===== src/rtl/videocard_host_pkg.sv =====
// Shared encodings for the videocard host master: command opcodes, FSM states
// and control-port register map.
package videocard_host_pkg;

    localparam logic [1:0] OP_WRITE_BLK = 2'd0;
    localparam logic [1:0] OP_READ_BLK  = 2'd1;
    localparam logic [1:0] OP_START     = 2'd2;
    localparam logic [1:0] OP_WAIT_DONE = 2'd3;

    typedef enum logic [2:0] {
        ST_IDLE,
        ST_WR,
        ST_RD,
        ST_RD_DRAIN,
        ST_START,
        ST_POLL_RD,
        ST_POLL_WAIT,
        ST_FIN
    } state_e;

    localparam int CTRL_START     = 0;
    localparam int CTRL_ACK       = 1;
    localparam int CTRL_CORE_BASE = 2;

endpackage


===== src/rtl/host_rd_fifo.sv =====
// Small synchronous FIFO that buffers memory read data for the outgoing read stream.
module host_rd_fifo #(
    parameter int WIDTH = 32,
    parameter int DEPTH = 2
) (
    input  logic                       clk,
    input  logic                       reset_n,
    input  logic                       push_i,
    input  logic [WIDTH-1:0]           push_data_i,
    input  logic                       pop_i,
    output logic [WIDTH-1:0]           pop_data_o,
    output logic                       empty_o,
    output logic [$clog2(DEPTH+1)-1:0] count_o
);
    localparam int CW = $clog2(DEPTH + 1);
    localparam int PW = (DEPTH > 1) ? $clog2(DEPTH) : 1;

    logic [WIDTH-1:0] mem_q [DEPTH];
    logic [PW-1:0]    wr_ptr_q;
    logic [PW-1:0]    rd_ptr_q;
    logic [CW-1:0]    count_q;
    logic             do_push;
    logic             do_pop;

    function automatic logic [PW-1:0] ptr_inc(input logic [PW-1:0] p);
        return (p == PW'(DEPTH - 1)) ? '0 : p + PW'(1);
    endfunction

    assign do_push = push_i && (count_q != CW'(DEPTH));
    assign do_pop  = pop_i && (count_q != '0);

    always_ff @(posedge clk or negedge reset_n) begin
        if (!reset_n) begin
            wr_ptr_q <= '0;
            rd_ptr_q <= '0;
            count_q  <= '0;
        end else begin
            if (do_push) wr_ptr_q <= ptr_inc(wr_ptr_q);
            if (do_pop)  rd_ptr_q <= ptr_inc(rd_ptr_q);
            case ({do_push, do_pop})
                2'b10:   count_q <= count_q + CW'(1);
                2'b01:   count_q <= count_q - CW'(1);
                default: count_q <= count_q;
            endcase
        end
    end

    always_ff @(posedge clk) begin
        if (do_push) mem_q[wr_ptr_q] <= push_data_i;
    end

    assign pop_data_o = mem_q[rd_ptr_q];
    assign empty_o    = (count_q == '0);
    assign count_o    = count_q;

endmodule


===== src/rtl/videocard_host_master.sv =====
// HPS-side initiator: runs one host command at a time against the videocard
// memory and control ports.
//   state        | meaning
//   ST_IDLE      | waiting for a command
//   ST_WR        | one memory write per accepted stream word
//   ST_RD        | issuing memory reads while the FIFO has room
//   ST_RD_DRAIN  | waiting for in-flight reads and FIFO to empty
//   ST_START     | control writes: start, ack, core enables
//   ST_POLL_RD   | status read strobe
//   ST_POLL_WAIT | waiting for status data
//   ST_FIN       | done pulse, back to idle
module videocard_host_master
    import videocard_host_pkg::*;
#(
    parameter int WIDTH       = 32,
    parameter int ADDR_W      = 17,
    parameter int CTRL_ADDR_W = 3,
    parameter int CORES       = 4,
    parameter int RD_LAT      = 1,
    parameter int STATUS_ADDR = 1,
    parameter int TIMEOUT     = 65535
) (
    input  logic                   clk,
    input  logic                   reset_n,
    input  logic                   cmd_valid,
    output logic                   cmd_ready,
    input  logic [1:0]             cmd_op,
    input  logic [ADDR_W-1:0]      cmd_addr,
    input  logic [ADDR_W-1:0]      cmd_len,
    input  logic [CORES-1:0]       cmd_mask,
    input  logic [WIDTH-1:0]       wr_data,
    input  logic                   wr_valid,
    output logic                   wr_ready,
    output logic [WIDTH-1:0]       rd_data,
    output logic                   rd_valid,
    input  logic                   rd_ready,
    output logic [ADDR_W-1:0]      address,
    output logic [WIDTH-1:0]       data_in,
    input  logic [WIDTH-1:0]       data_out,
    output logic                   write,
    output logic                   read,
    output logic [CTRL_ADDR_W-1:0] address_control,
    output logic [WIDTH-1:0]       data_in_control,
    input  logic [WIDTH-1:0]       data_out_control,
    output logic                   write_control,
    output logic                   read_control,
    output logic                   busy,
    output logic                   done,
    output logic                   err
);
    localparam int FIFO_DEPTH = RD_LAT + 1;
    localparam int CW         = $clog2(FIFO_DEPTH + 1);
    localparam int PCW        = $clog2(TIMEOUT + 1);
    localparam int WW         = (RD_LAT > 1) ? $clog2(RD_LAT + 1) : 1;

    state_e                 state_q;
    logic [ADDR_W-1:0]      addr_q, len_q, idx_q, idx_nx;
    logic [CORES-1:0]       mask_q;
    logic [PCW-1:0]         poll_q;
    logic [WW-1:0]          wait_q;
    logic                   err_q, done_q;
    logic                   write_q, read_q, write_control_q, read_control_q;
    logic [ADDR_W-1:0]      address_q;
    logic [WIDTH-1:0]       data_in_q, data_in_control_q;
    logic [CTRL_ADDR_W-1:0] address_control_q;
    logic [RD_LAT-1:0]      rd_pipe_q;

    logic [CW-1:0]          fifo_count;
    logic                   fifo_empty;
    int unsigned            inflight;
    logic                   issue_ok;
    logic                   status_unused;

    assign idx_nx        = idx_q + ADDR_W'(1);
    assign status_unused = ^data_out_control[WIDTH-1:1];

    // Reads still owed to the FIFO: the strobe on the bus plus the latency pipe.
    always_comb begin
        inflight = 32'(read_q);
        for (int k = 0; k < RD_LAT; k++) inflight = inflight + 32'(rd_pipe_q[k]);
    end

    assign issue_ok = (32'(fifo_count) + inflight) < 32'(FIFO_DEPTH);

    always_ff @(posedge clk or negedge reset_n) begin
        if (!reset_n) begin
            rd_pipe_q <= '0;
        end else begin
            rd_pipe_q[0] <= read_q;
            for (int k = 1; k < RD_LAT; k++) rd_pipe_q[k] <= rd_pipe_q[k-1];
        end
    end

    host_rd_fifo #(
        .WIDTH (WIDTH),
        .DEPTH (FIFO_DEPTH)
    ) u_rd_fifo (
        .clk         (clk),
        .reset_n     (reset_n),
        .push_i      (rd_pipe_q[RD_LAT-1]),
        .push_data_i (data_out),
        .pop_i       (rd_valid && rd_ready),
        .pop_data_o  (rd_data),
        .empty_o     (fifo_empty),
        .count_o     (fifo_count)
    );

    always_ff @(posedge clk or negedge reset_n) begin
        if (!reset_n) begin
            state_q           <= ST_IDLE;
            addr_q            <= '0;
            len_q             <= '0;
            idx_q             <= '0;
            mask_q            <= '0;
            poll_q            <= '0;
            wait_q            <= '0;
            err_q             <= 1'b0;
            done_q            <= 1'b0;
            write_q           <= 1'b0;
            read_q            <= 1'b0;
            write_control_q   <= 1'b0;
            read_control_q    <= 1'b0;
            address_q         <= '0;
            data_in_q         <= '0;
            address_control_q <= '0;
            data_in_control_q <= '0;
        end else begin
            done_q          <= 1'b0;
            write_q         <= 1'b0;
            read_q          <= 1'b0;
            write_control_q <= 1'b0;
            read_control_q  <= 1'b0;
            unique case (state_q)
                ST_IDLE: begin
                    if (cmd_valid) begin
                        addr_q <= cmd_addr;
                        len_q  <= cmd_len;
                        mask_q <= cmd_mask;
                        idx_q  <= '0;
                        poll_q <= '0;
                        err_q  <= 1'b0;
                        case (cmd_op)
                            OP_WRITE_BLK, OP_READ_BLK: begin
                                if (cmd_len == '0) begin
                                    state_q <= ST_FIN;
                                    done_q  <= 1'b1;
                                end else begin
                                    state_q <= (cmd_op == OP_WRITE_BLK) ? ST_WR : ST_RD;
                                end
                            end
                            OP_START: state_q <= ST_START;
                            default:  state_q <= ST_POLL_RD;
                        endcase
                    end
                end
                ST_WR: begin
                    if (wr_valid) begin
                        write_q   <= 1'b1;
                        address_q <= addr_q + idx_q;
                        data_in_q <= wr_data;
                        idx_q     <= idx_nx;
                        if (idx_nx == len_q) begin
                            state_q <= ST_FIN;
                            done_q  <= 1'b1;
                        end
                    end
                end
                ST_RD: begin
                    if (issue_ok) begin
                        read_q    <= 1'b1;
                        address_q <= addr_q + idx_q;
                        idx_q     <= idx_nx;
                        if (idx_nx == len_q) state_q <= ST_RD_DRAIN;
                    end
                end
                ST_RD_DRAIN: begin
                    if (inflight == 0 && fifo_empty) begin
                        state_q <= ST_FIN;
                        done_q  <= 1'b1;
                    end
                end
                ST_START: begin
                    write_control_q <= 1'b1;
                    if (idx_q == ADDR_W'(CTRL_START)) begin
                        address_control_q <= CTRL_ADDR_W'(CTRL_START);
                        data_in_control_q <= WIDTH'(1);
                    end else if (idx_q == ADDR_W'(CTRL_ACK)) begin
                        address_control_q <= CTRL_ADDR_W'(CTRL_ACK);
                        data_in_control_q <= '0;
                    end else begin
                        // Mask is shifted so bit 0 always belongs to the core being written.
                        address_control_q <= idx_q[CTRL_ADDR_W-1:0];
                        data_in_control_q <= WIDTH'(mask_q[0]);
                        mask_q            <= mask_q >> 1;
                    end
                    idx_q <= idx_nx;
                    if (idx_q == ADDR_W'(CTRL_CORE_BASE + CORES - 1)) begin
                        state_q <= ST_FIN;
                        done_q  <= 1'b1;
                    end
                end
                ST_POLL_RD: begin
                    read_control_q    <= 1'b1;
                    address_control_q <= CTRL_ADDR_W'(STATUS_ADDR);
                    wait_q            <= WW'(RD_LAT);
                    state_q           <= ST_POLL_WAIT;
                end
                ST_POLL_WAIT: begin
                    if (wait_q != '0) begin
                        wait_q <= wait_q - WW'(1);
                    end else if (data_out_control[0]) begin
                        state_q <= ST_FIN;
                        done_q  <= 1'b1;
                    end else if (poll_q == PCW'(TIMEOUT)) begin
                        err_q   <= 1'b1;
                        state_q <= ST_FIN;
                        done_q  <= 1'b1;
                    end else begin
                        poll_q  <= poll_q + PCW'(1);
                        state_q <= ST_POLL_RD;
                    end
                end
                ST_FIN:  state_q <= ST_IDLE;
                default: state_q <= ST_IDLE;
            endcase
        end
    end

    assign cmd_ready       = (state_q == ST_IDLE);
    assign busy            = (state_q != ST_IDLE);
    assign wr_ready        = (state_q == ST_WR) && wr_valid;
    assign rd_valid        = !fifo_empty;
    assign address         = address_q;
    assign data_in         = data_in_q;
    assign write           = write_q;
    assign read            = read_q;
    assign address_control = address_control_q;
    assign data_in_control = data_in_control_q;
    assign write_control   = write_control_q;
    assign read_control    = read_control_q;
    assign done            = done_q;
    assign err             = err_q;

endmodule


===== config.mk =====
export PLATFORM = sky130hd
export DESIGN_NAME = videocard_host_master
export DESIGN_NICKNAME = d
export VERILOG_FILES = /design/src/rtl/videocard_host_pkg.sv /design/src/rtl/host_rd_fifo.sv /design/src/rtl/videocard_host_master.sv
export SDC_FILE = /design/constraint.sdc
export NUM_CORES = 1
export LEC_CHECK = 0
export ABC_AREA = 1
export ABC_CLOCK_PERIOD_IN_PS = 5300
export CAP_MARGIN = 20
export CORE_MARGIN = 8
export CORE_UTILIZATION = 40
export CTS_BUF_LIST = sky130_fd_sc_hd__clkbuf_2
export DETAILED_ROUTE_END_ITERATION = 16
export DONT_BUFFER_PORTS = 1
export PLACE_DENSITY = 0.55
export SLEW_MARGIN = 20
export SYNTH_ARGS = -nofsm -noshare
export SYNTH_HDL_FRONTEND = slang
export SYNTH_SLANG_ARGS = --single-unit

===== constraint.sdc =====
create_clock -name clk -period 5.3 [get_ports clk]
set_input_delay 1.06 -clock clk [delete_from_list [all_inputs] [get_ports clk]]
set_output_delay 1.06 -clock clk [all_outputs]
set_load 0.02 [all_outputs]

==> flow_summary_export.csv, run 1 <==
group,metric,value,unit
floorplan,core,24390,µm²
logic_synthesis,syn_area_per_cell,8.550,µm²
timing,hold_viol_final,0,
logic_synthesis,synth_top_family_by_area,"simple AND/OR/NAND/NOR gates",
grt,met1_usage,20.37,%
min_path,min_path_type,"primary input to async pin",
pwr,ir_drop,0.2211,mV
grt,grt_pass1_wl,40.23,mm
pwr,power_density,530.6,nW/µm²
logic_synthesis,synth_top_area_share,34.92,%
logic_synthesis,yosysWarnings,0,
pwr,power.leakage,5.218,nW
timing,drv_slew,0,
routing,vias,7463,
timing,setup-tns-final,0,ns
cts,clock_latency,0.81,ns
grt,track_usage,16.31,%
timing,finalCriticalPeriod,3.455,ns
logic_synthesis,synthXorXnorAreaFrac,1.847,%
floorplan,die_area,30210,µm²
grt,met2_usage,24.10,%
timing,setup_ws,1.845,ns
logic_synthesis,synth_area_leaders,"dfrtp_1 35%, edfxtp_1 19%, nand2_1 17%, inv_1 3.5%, nand3_1 3.0%",
cts,cts.sinks,203,
cts,cts_hold_buf,1,
grt,grt_pass1_vias,7582,
timing,max_slew.worst_pin.slew,0.9692,ns
floorplan,ioPinCount,267,
cts,clk_pin_slew,0.11,ns
floorplan,die_h,173.8,µm
grt,grt_max_degree,140,
routing,avgViaCountPerCell,4.750,
logic_synthesis,ys_seq_area_share,54.21,%
finish,layout-drive-gt1-share,10.52,%
cts,cts-root-buf,"clkbuf_2",
routing,drt-pass1-iter-count,4,
routing,drt_wl_total,24.82,mm
finish,nets,1366,
logic_synthesis,synth-compound-area-share,6.921,%
logic_synthesis,synth_cell_types,43,
worst_setup_path,r2r_slack,1.97,ns
routing,wire_per_inst,15.80,µm
worst_setup_path,cp_max_fo,33,
logic_synthesis,synth-async-reset-ratio,68.47,%
timing,post-route-period-util,65.18,%
place,place_congestion,0.8792,
worst_setup_path,critPathArrivalTime,2.39,ns
finish,fillers,2486,
timing,fin_skew,0.04897,ns
grt,grt_use_met3,8.037,%
job,drv_cap,0,
timing,rsz0062_at_grt,"false",
routing,drt-initial-drc-count,473,
worst_setup_path,start_kind,"register",
logic_synthesis,synthCells,1165,
finish,area_delta_synth_final,7.687,%
logic_synthesis,yosys.area_share.simple,26.23,%
cts,htree_levels,2,
timing,setup_viol,0,
grt,grt-ovfl-total,0,
logic_synthesis,synth_mux_area_share,0,%
cts,clockBufferDepth,3,
cts,ctsResizeCount,0,
place,dp_slack,1.826,ns
logic_synthesis,synth_area_leader_cell,"dfrtp_1",
floorplan,dieWidth,173.8,µm
status,status,"complete, no violations",
worst_setup_path,cp-end-kind,"output port",
cts,cts_tree,"done",
timing,fmax,289.5,MHz
routing,drtAntennaViolNets,0,
logic_synthesis,synth_edf_count,64,
timing,max_slew_margin,34.98,%
worst_setup_path,worstPathRequired,4.24,ns
logic_synthesis,synth_fa_ha_area_share,3.291,%
grt,antenna_found_initial,2,
logic_synthesis,synthFlopType,"dfrtp_1",
floorplan,rows,57,
grt,busiest_layer,"met2",
routing,drc,0,
logic_synthesis,ys_ff_latch,203,
place,place_hpwl,18.14,mm
cts,numCtsBuffers,53,
worst_setup_path,path_class,"register to output port",
logic_synthesis,syn_area,9961,µm²
cts,cts_setup_buffers,0,
place,port_buffers,0,
floorplan,initial_core_util,40.84,%
cell families (layout without fill, tap and decap cells):
group	after synthesis	count (layout)
compound gates	123	123
fa+ha+maj	25	25
flops	203	203
buf+inv	157	207
other cells	1	33
xor+xnor	21	21
simple gates	635	635
sequential cells by signal, indices dropped and copies added, names as in the netlist:
name and flops:
address_control 3, poll_q 16, rd_pipe_q 1, read_control 1, addr_q 17, err 1, u_rd_fifo.count_o 2, state_q 3
write_control 1, wait_q 1, write 1, u_rd_fifo.wr_ptr_q 1, u_rd_fifo.mem_q 64, data_in_control 1, u_rd_fifo.rd_ptr_q 1, mask_q 4
idx_q 17, done 1, len_q 17, data_in 32, read 1, address 17
cell type report:
type | count | area, µm² | area share, %
flip-flops and latches | 203 | 5400 | 50.34
inverters | 98 | 367.9 | 3.429
repair buffers | 9 | 95.09 | 0.8865
clock buffers | 88 | 440.4 | 4.106
multi-input cells | 835 | 3954 | 36.86
clock inverters | 12 | 58.81 | 0.5482
well taps | 324 | 405.4 | 3.779
diodes | 2 | 5.005 | 0.04666
metrics by stage:
step / instance area (µm²) / total power [W] / std cells / hold WS [ns] / util (%)
detailed placement: 10170 / 0.004632 / 1467 / 0.4679 / 41.69
global placement: 10170 / 0.004606 / 1467 / 0.4618 / 41.69
finish: 10730 / 0.005691 / 1571 / 0.2420 / 43.98
global route: 10730 / 0.006221 / 1571 / 0.1994 / 43.98
CTS: 10700 / 0.005778 / 1568 / 0.1836 / 43.85
floorplan: 10070 / 0.004165 / 1195 / 0.4454 / -
cells in the final DEF (no fill, tap or decap), types with 17 or more instances in the layout:
cell / count
edfxtp_1: 64
nor2_1: 71
nand3_1: 58
nand4_1: 17
inv_1: 94
conb_1: 31
clkbuf_2: 88
dfrtp_1: 139
o21ai_0: 54
a21oi_1: 27
nand2_1: 447
ha_1: 23
synthesized netlist by cell type, drive strengths merged (8+ instances only):
cell and number:
nand2 453, dfrtp 139, inv 97, nor2 81
edfxtp 64, o21ai 62, nand3 59, buf 43
a21oi 27, ha 23, nand4 17, clkbuf 16
nor3 15, xor2 13, o22ai 9, o31ai 9
xnor2 8
final timing paths:
| kind | startpoint | to | depth (start not counted) |
|---|---|---|---|
| max | u_rd_fifo.rd_ptr_q$_DFFE_PN0P_ | rd_data[7] | 3 |
| min in group clk | data_out[22] | u_rd_fifo.mem_q[1][22]$_DFFE_PP_ | 0 |
| max in group asynchronous | reset_n | read$_DFF_PN0_ | 1 |
| min reg2reg | addr_q[5]$_DFFE_PN0P_ | addr_q[5]$_DFFE_PN0P_ | 2 |
| max reg2reg | read$_DFF_PN0_ | idx_q[10]$_DFFE_PN0P_ | 13 |
| min | reset_n | addr_q[0]$_DFFE_PN0P_ | 1 |
critical path: stages, from the launching register on:
cell	delay [ns]
dfrtp_1	0.36
clkinv_1	0.76
nand2_1	0.27
nand2_1	0.20
power by group:
part / switching [W] / total, W / internal (W) / leakage [nW]
combinational: 0.00143 / 0.00200 / 0.000577 / 2.47
clock: 0.000647 / 0.00108 / 0.000437 / 0.385
sequential: 0.000541 / 0.00260 / 0.00206 / 2.36
total: 0.00262 / 0.00569 / 0.00308 / 5.22
layer usage:
layer  routed length [µm]  part of all wire [%]  up-vias
met5                   13                 0.052        -
met4                  485                   2.0        2
met3                 2854                    11       40
met2                10550                    43      263
met1                10920                    44     3331
li1                     -                     -     3827
(Power assumes the default switching activity.)
==> inputs of run 2 (changes only) <==
--- a/config.mk
+++ b/config.mk
@@ -6,14 +6,14 @@
 export NUM_CORES = 1
 export LEC_CHECK = 0
 export ABC_AREA = 1
-export ABC_CLOCK_PERIOD_IN_PS = 5300
+export ABC_CLOCK_PERIOD_IN_PS = 3100
 export CAP_MARGIN = 20
 export CORE_MARGIN = 8
 export CORE_UTILIZATION = 40
 export CTS_BUF_LIST = sky130_fd_sc_hd__clkbuf_2
 export DETAILED_ROUTE_END_ITERATION = 16
 export DONT_BUFFER_PORTS = 1
-export PLACE_DENSITY = 0.55
+export PLACE_DENSITY = 0.57
 export SLEW_MARGIN = 20
 export SYNTH_ARGS = -nofsm -noshare
 export SYNTH_HDL_FRONTEND = slang
==> constraint.sdc (replaced) <==
create_clock -name clk -period 3.1 [get_ports clk]
set_input_delay 0.62 -clock clk [delete_from_list [all_inputs] [get_ports clk]]
set_output_delay 0.62 -clock clk [all_outputs]
set_load 0.02 [all_outputs]
==> flow_summary_export.csv, run 2 (synthesis results as in run 1) <==
group,metric,value,unit
grt,met2_usage,25.72,%
grt,busiest_layer,"met2",
timing,rsz0062_at_grt,"false",
grt,grt_max_degree,140,
floorplan,core,24390,µm²
routing,drc,0,
floorplan,die_area,30210,µm²
status,status,"finished with violations",
timing,drv_slew,0,
cts,cts_hold_buf,104,
worst_setup_path,cp-end-kind,"output port",
timing,max_slew_margin,27.14,%
timing,post-route-period-util,89.67,%
routing,drtAntennaViolNets,0,
timing,fin_skew,0.04716,ns
cts,clk_pin_slew,0.10,ns
pwr,ir_drop,0.4156,mV
place,place_congestion,0.8599,
routing,drt-initial-drc-count,400,
cts,ctsResizeCount,0,
finish,area_delta_synth_final,18.00,%
grt,grt_use_met3,6.469,%
timing,hold_viol_final,139,
finish,nets,1475,
grt,antenna_found_initial,1,
routing,wire_per_inst,15.64,µm
timing,max_slew.worst_pin.slew,1.092,ns
routing,avgViaCountPerCell,4.749,
pwr,power.leakage,5.659,nW
grt,met1_usage,21.91,%
routing,vias,7959,
worst_setup_path,path_class,"register to output port",
grt,track_usage,16.88,%
finish,largest_reg_flops,64,
timing,setup_ws,0.3201,ns
cts,cts_tree,"done",
job,drv_cap,0,
status,violations,"negative hold slack",
finish,layout-drive-gt1-share,9.252,%
cts,htree_levels,2,
finish,top_register,"u_rd_fifo.mem_q",
pwr,power_density,840.6,nW/µm²
place,port_buffers,0,
floorplan,ioPinCount,267,
place,place_hpwl,18.27,mm
routing,drt_wl_total,26.21,mm
grt,grt-ovfl-total,0,
floorplan,die_h,173.8,µm
timing,fmax,359.7,MHz
cts,numCtsBuffers,54,
cts,clockBufferDepth,3,
cts,cts-root-buf,"clkbuf_2",
floorplan,dieWidth,173.8,µm
cts,clock_latency,0.80,ns
worst_setup_path,critPathArrivalTime,2.16,ns
timing,whs,-0.4743,ns
finish,final_common_cell,"nand2_1",
cts,cts.sinks,203,
worst_setup_path,cp_max_fo,34,
floorplan,initial_core_util,40.84,%
timing,finalCriticalPeriod,2.780,ns
floorplan,rows,57,
finish,final_cell_mix,"447 x nand2_1, 139 x dfrtp_1, 104 x dlygate4sd3_1, 94 x inv_1, 79 x clkbuf_2",
routing,drt-pass1-iter-count,5,
worst_setup_path,start_kind,"register",
grt,grt_pass1_vias,7970,
worst_setup_path,worstPathRequired,2.48,ns
min_path,min_path_type,"primary input to async pin",
grt,grt_pass1_wl,41.88,mm
timing,setup-tns-final,0,ns
place,dp_slack,0.4754,ns
timing,setup_viol,0,
-- run 2: cell types whose count changed in the layout (fill, tap and decap cells not counted), moves of 2 or more --
cell           previous run  this run
buf_4                     7        13
clkinvlp_4                3         0
clkbuf_2                 88        79
dlygate4sd3_1             0       104
clkinv_1                  8        14
inv_2                     3         5
-- run 2: area by class of cell --
cell class	count	area, µm²
repair buffers	117	1139
clock buffers	79	395.4
clock inverters	19	101.3
well taps	324	405.4
multi-input cells	835	3943
flip-flops and latches	203	5400
inverters	98	367.9
fillers	2357	12640
diodes	1	2.502
-- run 2: through the flow --
step	total power (W)	cells	util [%]	instance area [µm²]	hold WS [ns]
floorplan	0.007121	1195	-	10070	0.3244
global placement	0.007925	1473	41.87	10210	0.3313
detailed placement	0.007999	1473	41.87	10210	0.3310
CTS	0.01004	1675	48.18	11750	-0.6330
global route	0.01072	1676	48.19	11750	-0.6288
finish	0.009880	1676	48.19	11750	-0.4743
-- run 2: repair_timing --
action | CTS | global route
endpoints found under the setup margin | 0 | 0
buffers inserted | 0 | 0
hold endpoints to repair | 275 | 139
-- run 2: final timing paths --
check,to,slack [ns],cells after the start,from
max,wr_ready,0.32,5,state_q[0]$_DFFE_PN0P_
min,len_q[14]$_DFFE_PN0P_,-0.47,0,reset_n
max reg2reg,poll_q[6]$_DFFE_PN0P_,0.51,10,state_q[2]$_DFFE_PN0P_
min reg2reg,addr_q[3]$_DFFE_PN0P_,0.49,2,addr_q[3]$_DFFE_PN0P_
max in group asynchronous,addr_q[1]$_DFFE_PN0P_,3.31,0,reset_n
min in group clk,err$_DFFE_PN0P_,0.12,3,data_out_control[0]
-- run 2: worst max-delay path, cell delays in order, from the launching register on --
cell,delay [ns]
dfrtp_1,0.41
inv_1,0.10
nor2_1,0.19
nand2_1,0.18
nor2_2,0.14
buf_4,0.36
-- run 2: report_power, final --
part           internal (W)  total [W]  switching (W)
Clock              0.000769    0.00186        0.00109
Sequential          0.00352    0.00445       0.000924
Combinational       0.00109    0.00358        0.00248
-- run 2: routing by layer --
layer	share of wire, %	wire (µm)
met5	0	0
met4	1.8	469
met3	9.4	2453
met2	43	11310
met1	46	11970
==> inputs of run 3 (changes only) <==
--- a/config.mk
+++ b/config.mk
@@ -14,6 +14,7 @@
 export DETAILED_ROUTE_END_ITERATION = 16
 export DONT_BUFFER_PORTS = 1
 export PLACE_DENSITY = 0.57
+export SETUP_SLACK_MARGIN = 0.02
 export SLEW_MARGIN = 20
 export SYNTH_ARGS = -nofsm -noshare
 export SYNTH_HDL_FRONTEND = slang
==> results of run 3 <==
The final DEF is identical to that of run 2; final timing and power are the same.
